[config.mk]
export PLATFORM = sky130hd
export DESIGN_NAME = fir_out_decim
export DESIGN_NICKNAME = d
export VERILOG_FILES = /design/src/rtl/fir_out_decim.sv
export SDC_FILE = /design/constraint.sdc
export NUM_CORES = 1
export LEC_CHECK = 0
export CORE_MARGIN = 3
export CORE_UTILIZATION = 53
export DETAILED_ROUTE_END_ITERATION = 6
export HOLD_SLACK_MARGIN = 0.03
export PLACE_DENSITY_LB_ADDON = 0.2
export SETUP_SLACK_MARGIN = 0.3
export SLEW_MARGIN = 20
export SYNTH_ARGS = -nofsm -noshare
export SYNTH_HDL_FRONTEND = slang
export SYNTH_SLANG_ARGS = --single-unit
[constraint.sdc]
create_clock -name clk -period 2.65 [get_ports clk]
set_input_delay 0.265 -clock clk [delete_from_list [all_inputs] [get_ports clk]]
set_output_delay 0.265 -clock clk [all_outputs]
set_load 0.03 [all_outputs]
[src/rtl/fir_out_decim.sv]
// FIR output stage: decimate, round-shift, saturate to OUT_W,
// then queue results in a show-ahead FIFO behind valid/ready.
module fir_out_decim #(
  parameter int IN_W  = 16,
  parameter int OUT_W = 8,
  parameter int SHIFT = 6,
  parameter int DECIM = 2,
  parameter int DEPTH = 4
) (
  input  logic                       clk,
  input  logic                       rst,
  input  logic                       in_valid,
  input  logic [IN_W-1:0]            in_data,
  input  logic                       clr_flags,
  output logic                       out_valid,
  input  logic                       out_ready,
  output logic [OUT_W-1:0]           out_data,
  output logic [$clog2(DEPTH):0]     fifo_level,
  output logic                       sat_flag,
  output logic                       ovf_flag
);

  localparam int PW = (DECIM > 1) ? $clog2(DECIM) : 1;
  localparam int AW = $clog2(DEPTH);
  localparam int LW = AW + 1;
  localparam int RNDI = 1 << (SHIFT - 1);
  localparam int MAXI = (1 << (OUT_W - 1)) - 1;
  localparam int MINI = -(1 << (OUT_W - 1));
  localparam logic signed [IN_W:0] RND  = (IN_W+1)'(RNDI);
  localparam logic signed [IN_W:0] MAXV = (IN_W+1)'(MAXI);
  localparam logic signed [IN_W:0] MINV = (IN_W+1)'(MINI);
  localparam logic [PW-1:0] PH_LAST = PW'(DECIM - 1);
  localparam logic [LW-1:0] FULL_LV = LW'(DEPTH);

  logic [PW-1:0]    phase_q, phase_d;
  logic             pipe_valid_q, pipe_valid_d;
  logic [OUT_W-1:0] pipe_data_q, pipe_data_d;
  logic [AW-1:0]    wr_q, wr_d;
  logic [AW-1:0]    rd_q, rd_d;
  logic [LW-1:0]    level_q, level_d;
  logic             sat_q, sat_d;
  logic             ovf_q, ovf_d;
  logic [OUT_W-1:0] mem_q [DEPTH];

  logic                keep;
  logic signed [IN_W:0] ext_s;
  logic signed [IN_W:0] sum_s;
  logic signed [IN_W:0] shr_s;
  logic                sat_hi;
  logic                sat_lo;
  logic [OUT_W-1:0]    res;
  logic                full;
  logic                push;
  logic                pop;
  logic                wr_en;
  logic                drop;

  // Keep the sample arriving on phase 0 of each DECIM-long group.
  assign keep = in_valid && (phase_q == '0);

  always_comb begin
    phase_d = phase_q;
    if (in_valid) begin
      if (phase_q == PH_LAST) phase_d = '0;
      else                    phase_d = phase_q + 1'b1;
    end
  end

  // Round half up: add half an LSB, then floor-shift.
  assign ext_s = {in_data[IN_W-1], in_data};
  assign sum_s = ext_s + RND;
  assign shr_s = sum_s >>> SHIFT;
  assign sat_hi = shr_s > MAXV;
  assign sat_lo = shr_s < MINV;

  always_comb begin
    res = shr_s[OUT_W-1:0];
    if (sat_hi)      res = MAXV[OUT_W-1:0];
    else if (sat_lo) res = MINV[OUT_W-1:0];
  end

  assign pipe_valid_d = keep;
  assign pipe_data_d  = keep ? res : pipe_data_q;

  assign full  = (level_q == FULL_LV);
  assign push  = pipe_valid_q;
  assign pop   = out_valid && out_ready;
  // A full FIFO still accepts a write when a pop frees the slot.
  assign wr_en = push && (!full || pop);
  assign drop  = push && full && !pop;

  assign wr_d = wr_en ? wr_q + 1'b1 : wr_q;
  assign rd_d = pop ? rd_q + 1'b1 : rd_q;

  always_comb begin
    level_d = level_q;
    case ({wr_en, pop})
      2'b10:   level_d = level_q + 1'b1;
      2'b01:   level_d = level_q - 1'b1;
      default: level_d = level_q;
    endcase
  end

  assign sat_d = (keep && (sat_hi || sat_lo)) || (sat_q && !clr_flags);
  assign ovf_d = drop || (ovf_q && !clr_flags);

  always_ff @(posedge clk or posedge rst) begin
    if (rst) begin
      phase_q      <= '0;
      pipe_valid_q <= 1'b0;
      pipe_data_q  <= '0;
      wr_q         <= '0;
      rd_q         <= '0;
      level_q      <= '0;
      sat_q        <= 1'b0;
      ovf_q        <= 1'b0;
    end else begin
      phase_q      <= phase_d;
      pipe_valid_q <= pipe_valid_d;
      pipe_data_q  <= pipe_data_d;
      wr_q         <= wr_d;
      rd_q         <= rd_d;
      level_q      <= level_d;
      sat_q        <= sat_d;
      ovf_q        <= ovf_d;
    end
  end

  always_ff @(posedge clk) begin
    if (wr_en) mem_q[wr_q] <= pipe_data_q;
  end

  assign out_valid  = (level_q != '0);
  assign out_data   = out_valid ? mem_q[rd_q] : '0;
  assign fifo_level = level_q;
  assign sat_flag   = sat_q;
  assign ovf_flag   = ovf_q;

endmodule

==> flow_summary.json, run 1 <==
{
  "worstMarginPinSlew_ns": 0.7269,
  "cts_resized": 8,
  "final_nets": 222,
  "fin_skew_ns": 0.005153,
  "ir_drop_v": 0.0003872,
  "netlist_instances": 161,
  "internal_power_mw": 1.897,
  "min_period_ns": 2.200,
  "numCtsBuffers": 5,
  "powerDensity_nw_per_um2": 1069,
  "ff_latch_area_sq_um": 1436,
  "yosysSeqAreaShare_pct": 62.09,
  "p_leak_nw": 1.031,
  "multiInputGateArea_sq_um": 804.5,
  "first_pass_iters": 4,
  "cap_violations": 0,
  "hp-class": "in -> async",
  "cts_hold_buf": 0,
  "drc": 0,
  "grt_max_degree": 20,
  "vias": 1372,
  "start_util_pct": 56.22,
  "setup_viol": 0,
  "clock-sinks": 51,
  "status": "finished clean",
  "grt_pass1_vias": 1392,
  "place_hpwl_um": 2950,
  "synthTopCellsByArea": "edfxtp_1 42%, dfrtp_1 21%, mux4_2 7.8%",
  "ys_seq_elements": 51,
  "p_switching_mw": 1.044,
  "end_kind": "register",
  "core_area_sq_um": 4115,
  "fmax_mhz": 454.6,
  "cts_root_buf": "clkbuf_8",
  "p_sw_share_pct": 35.50,
  "grt_first_pass_wirelength_um": 6679,
  "fin_ws_ns": 0.4501,
  "drt_iter0_markers": 99,
  "yosysTopAreaCell": "edfxtp_1",
  "syn_area_sq_um": 2313,
  "preCtsSetupSlack_ns": 0.1731,
  "via_per_inst": 5.600,
  "synthDominantCellAreaShare_pct": 41.54,
  "report.final.slew_viol_count": 0,
  "start_kind": "register",
  "clkTransAtPathRegs_ns": 0.08,
  "htree_levels": 2,
  "rsz0062_at_grt": "false",
  "drive_gt1_share_pct": 12.31,
  "synth.avg_cell_area_sq_um": 14.37,
  "cts_max_path_buffers": 2,
  "synth_fp_nets": 189,
  "cp.arrival_ns": 2.41,
  "finalHoldViolCount": 0,
  "synth_cell_type_count": 37,
  "required_ns": 2.86,
  "relSlewSlack_pct": 51.49,
  "die_h_um": 72.07,
  "period_share_pct": 83.02,
  "ys.warnings.count": 0,
  "fp.dieArea_sq_um": 5194,
  "wl_um": 3956,
  "post_cts_buffers": 0,
  "worstPathMaxFanout": 5,
  "ios": 35,
  "clkPwrFrac_pct": 15.9,
  "clock_latency_ns": 0.29,
  "setup_tns_ns": 0,
  "grt_overflow_total": 0,
  "die_w_um": 72.07,
  "std_cell_rows": 23,
  "areaGrowthSynthToFinish_pct": 18.93,
  "fillCellCount": 294,
  "cts_tree": "yes",
  "path_class": "reg -> reg",
  "io_buffers": 29,
  "ant_nets": 0,
  "post_drt_wl_per_cell_um": 16.15,
  "p_seq_share_pct": 44.7,
  "p_comb_share_pct": 39.4,
  "track_usage_pct": 17.28,
  "place_congestion": 0.8032,
  "antenna_found_initial": 0,
  "num_antenna_cells": 0
}
## power groups by stage
stage	Sequential [mW]	Combinational [mW]	Clock, mW
2_1_floorplan	1.31	0.799	0
3_3_place_gp	1.30	1.19	0
3_5_place_dp	1.33	1.23	0
4_1_cts	1.31	1.17	0.477
5_1_grt	1.35	1.26	0.511
6_report	1.31	1.16	0.468
## layout by cell type (no fill, tap or decap), types with 2 or more instances in the layout
master / Yosys / final
nand2_1: 8 / 8
edfxtp_1: 32 / 32
inv_1: 11 / 11
ha_1: 6 / 6
nand4_1: 4 / 4
xnor2_1: 5 / 5
and2_1: 13 / 13
xor2_1: 8 / 8
a21oi_1: 8 / 8
o21ai_0: 4 / 4
o22a_1: 5 / 5
nand3_1: 2 / 2
mux4_2: 8 / 8
dfrtp_1: 19 / 19
clkbuf_8: 0 / 7
clkdlybuf4s50_1: 0 / 21
and4_2: 2 / 2
dlygate4sd2_1: 0 / 8
nor2_1: 2 / 2
buf_4: 0 / 3
## layout make-up
class	instances	area share, %
multi-input cells	92	29.24
flip-flops and latches	51	52.21
repair buffers	32	11.00
well taps	50	2.274
inverters	12	1.637
clock buffers	8	3.638
## cell usage after synthesis (all sizes together)
master / number
nand2b: 1
a21o: 1
or3: 1
and2: 13
a41oi: 1
and4: 2
clkinv: 1
nand3: 2
o22a: 6
o2bb2ai: 1
xor2: 8
nand4: 4
mux2i: 1
and3: 1
buf: 3
nand2: 8
mux4: 8
nor2b: 1
or2: 1
dfrtp: 19
a21oi: 8
ha: 6
o21ai: 4
xnor2: 5
o311ai: 1
nor2: 2
a32o: 1
nor4: 1
o22ai: 1
clkbuf: 3
inv: 11
edfxtp: 32
fa: 1
o41ai: 1
nor4b: 1
## worst paths after layout
| check | to | slack, ns | depth (start not counted) | startpoint |
|---|---|---|---|---|
| min in group clk | phase_q$_DFFE_PP0P_ | 0.47 | 1 | phase_q$_DFFE_PP0P_ |
| hold reg to reg | phase_q$_DFFE_PP0P_ | 0.47 | 1 | phase_q$_DFFE_PP0P_ |
| hold / removal | fifo_level[1]$_DFFE_PP0P_ | 0.39 | 2 | rst |
| max in group asynchronous | pipe_data_q[5]$_DFFE_PP0P_ | 1.80 | 2 | rst |
| setup reg to reg | fifo_level[2]$_DFFE_PP0P_ | 0.45 | 9 | fifo_level[0]$_DFFE_PP0P_ |
| setup / recovery | fifo_level[2]$_DFFE_PP0P_ | 0.45 | 9 | fifo_level[0]$_DFFE_PP0P_ |
## stage by stage
step           instances  area [sq um]  power, mW  hold WS, ns  utilization (%)
3_5_place_dp         237          2650      2.562       0.4523            64.40
2_1_floorplan        161          2315      2.108       0.2161                -
6_report             245          2751      2.941       0.3920            66.86
5_1_grt              245          2751      3.119       0.4506            66.86
3_3_place_gp         237          2650      2.487       0.4494            64.40
4_1_cts              245          2740      2.958       0.4102            66.59
## cells by family (layout without fill, tap and decap cells)
family | count (synthesis) | after routing | share of synthesized area, %
fa+ha+maj | 7 | 7 | 4.110
simple gates | 38 | 38 | 9.520
xor+xnor | 13 | 13 | 4.922
flops | 51 | 51 | 62.09
compound gates | 25 | 25 | 7.518
buf+inv | 18 | 52 | 3.623
mux | 9 | 9 | 8.221
## worst max-delay path: stages, from the launching register on
cell     delay (ns)
dfrtp_1        0.45
nor4b_2        0.40
nor2b_1        0.11
inv_1          0.07
ha_1           0.17
inv_1          0.06
fa_1           0.37
xor2_1         0.15
nor2_1         0.14
xor2_1         0.20
## registers in the layout (all words and copies together), names as in the netlist
register,count
ovf_flag,1
rd_q,2
phase_q,1
pipe_data_q,8
sat_flag,1
wr_q,2
pipe_valid_q,1
mem_q,32
fifo_level,3
## routing by layer
layer / track usage (%) / routed length (um) / vias up
met3: 4.017 / 172 / 9
met4: 7.098 / 74 / 0
met5: 0 / 0 / -
met1: 20.86 / 1599 / 668
met2: 29.83 / 2109 / 36
li1: - / - / 659
No activity file was read; power rests on OpenSTA's default activity.
==> inputs of run 2 (changes only) <==
clock period = 2.15 ns   (was 2.65 ns; I/O delays follow)
==> run 2 against run 1 <==
Against the previous run:
- global-route usage barely moved
- first-iteration DRC count fell by 14%
- final area rose by 9.3%
- sequential share of layout area fell by 4.3 points
- final cell count rose by 8.2%
- flip-flop and latch count did not move
- die area did not move
- worst setup slack got worse by 0.20 ns
- critical path type is now reg -> out
- largest cell class unchanged
==> flow_summary.json, run 2 (synthesis gave the netlist of run 1 again) <==
{
  "cts_tree": "yes",
  "num_antenna_cells": 0,
  "setup_viol": 0,
  "worstPathMaxFanout": 9,
  "numCtsBuffers": 5,
  "fmax_mhz": 526.8,
  "cp_cell_sequence": "or3_4 > buf_6 > buf_12 > and2_4 > buf_6",
  "track_usage_pct": 17.29,
  "finalHoldViolCount": 0,
  "htree_levels": 2,
  "final_cell_mix": "32 x edfxtp_1, 20 x clkdlybuf4s50_1, 18 x buf_4",
  "drive_gt1_share_pct": 34.42,
  "die_h_um": 72.07,
  "report.final.slew_viol_count": 0,
  "cap_violations": 0,
  "setup_tns_ns": 0,
  "rsz0062_at_grt": "true",
  "via_per_inst": 5.449,
  "fin_area_sq_um": 3007,
  "std_cell_rows": 23,
  "ios": 35,
  "die_w_um": 72.07,
  "cpMaxStageDelayCell": "dfrtp_2",
  "hp-class": "in -> async",
  "grt_max_degree": 20,
  "grt_first_pass_wirelength_um": 6775,
  "vias": 1444,
  "grt_overflow_total": 0,
  "core_area_sq_um": 4115,
  "post_drt_wl_per_cell_um": 15.26,
  "final_common_cell": "edfxtp_1",
  "whs_ns": 0.3518,
  "worst_path_largest_cell_delay_ns": 0.43,
  "ant_nets": 0,
  "place_hpwl_um": 3026,
  "cp.arrival_ns": 1.68,
  "dr_wl_met2_um": 2185,
  "path_class": "reg -> out",
  "status": "finished clean",
  "cts_max_path_buffers": 2,
  "cts_hold_buf": 0,
  "clock_latency_ns": 0.29,
  "required_ns": 1.93,
  "drt_iter0_markers": 85,
  "ir_drop_v": 0.0005855,
  "final_nets": 242,
  "cts_root_buf": "clkbuf_8",
  "wl_met3_um": 173,
  "first_pass_iters": 4,
  "areaGrowthSynthToFinish_pct": 29.96,
  "clkTransAtPathRegs_ns": 0.08,
  "p_leak_nw": 1.156,
  "fin_skew_ns": 0.004425,
  "cp.depth": 5,
  "place_congestion": 0.8367,
  "place_area_sq_um": 2768,
  "top_register": "mem_q",
  "critPathTopFamily": "simple AND/OR/NAND/NOR gates",
  "reg2reg_depth": 9,
  "min_period_ns": 1.898,
  "topRoutingLayerUsed": "met4",
  "antenna_found_initial": 0,
  "start_util_pct": 56.22,
  "wl_um": 4045,
  "relSlewSlack_pct": 52.09,
  "start_kind": "register",
  "powerDensity_nw_per_um2": 1324,
  "worstMarginPinSlew_ns": 0.7179,
  "end_kind": "primary output",
  "grt_pass1_vias": 1482,
  "period_share_pct": 88.30,
  "cp_common_cell": "buf_6",
  "drc": 0,
  "io_buffers": 29,
  "met1_length_um": 1626,
  "largest_reg_flops": 32,
  "clock-sinks": 51,
  "fp.dieArea_sq_um": 5194,
  "cp_num_buf_inv": 3
}
run 2: stage by stage:
| stage | util [%] | setup slack (ns) | instances | total power, mW |
|---|---|---|---|---|
| final | 73.06 | 0.2516 | 265 | 3.981 |
| after global routing | 73.06 | 0.1530 | 265 | 4.220 |
| after CTS | 71.30 | 0.2724 | 263 | 3.884 |
| after detailed placement | 67.25 | -0.06212 | 249 | 3.223 |
| after global placement | 67.25 | -0.02047 | 249 | 3.150 |
| after floorplan | - | 0.1255 | 161 | 2.652 |
run 2: where the power goes:
| group | total [mW] | switching [mW] | internal [mW] |
|---|---|---|---|
| combinational | 1.85 | 0.852 | 0.995 |
| sequential | 1.63 | 0.222 | 1.40 |
| clock | 0.507 | 0.285 | 0.222 |
run 2: layer usage:
metal  vias up  track usage [%]
met4         0            6.263
met2        41            30.64
met3         5            2.909
met1       701            21.25
met5         -                0
li1        697                -
run 2: worst paths after layout:
kind,from,end,slack [ns]
min in group clk,phase_q$_DFFE_PP0P_,phase_q$_DFFE_PP0P_,0.47
max in group asynchronous,rst,fifo_level[2]$_DFFE_PP0P_,1.30
min,rst,ovf_flag$_DFF_PP0_,0.35
max reg2reg,fifo_level[1]$_DFFE_PP0P_,fifo_level[2]$_DFFE_PP0P_,0.28
max,fifo_level[2]$_DFFE_PP0P_,out_data[0],0.25
min reg2reg,phase_q$_DFFE_PP0P_,phase_q$_DFFE_PP0P_,0.47
run 2: layout make-up:
class                           count  area (sq um)
Clock buffer                        6         72.57
Clock inverter                      2         7.507
Fill cell                         265          1109
Inverter                           12         45.04
Multi-Input combinational cell     92         877.1
Sequential cell                    51          1440
Tap cell                           50         62.56
Timing Repair Buffer               52         501.7
run 2: repair_timing:
item,4_1_cts,5_1_grt
gates resized for setup,64,17
buffers inserted,6,2
setup endpoints to repair,17,34
pin swaps,6,9
run 2: worst reg2reg max path: stages, from the launching register on:
cell and delay (ns):
dfrtp_2 0.44, nor4b_4 0.30, nor2b_2 0.08, inv_2 0.07
ha_4 0.12, inv_2 0.03, fa_2 0.33, xor2_1 0.14
nor2_1 0.13, xor2_1 0.15
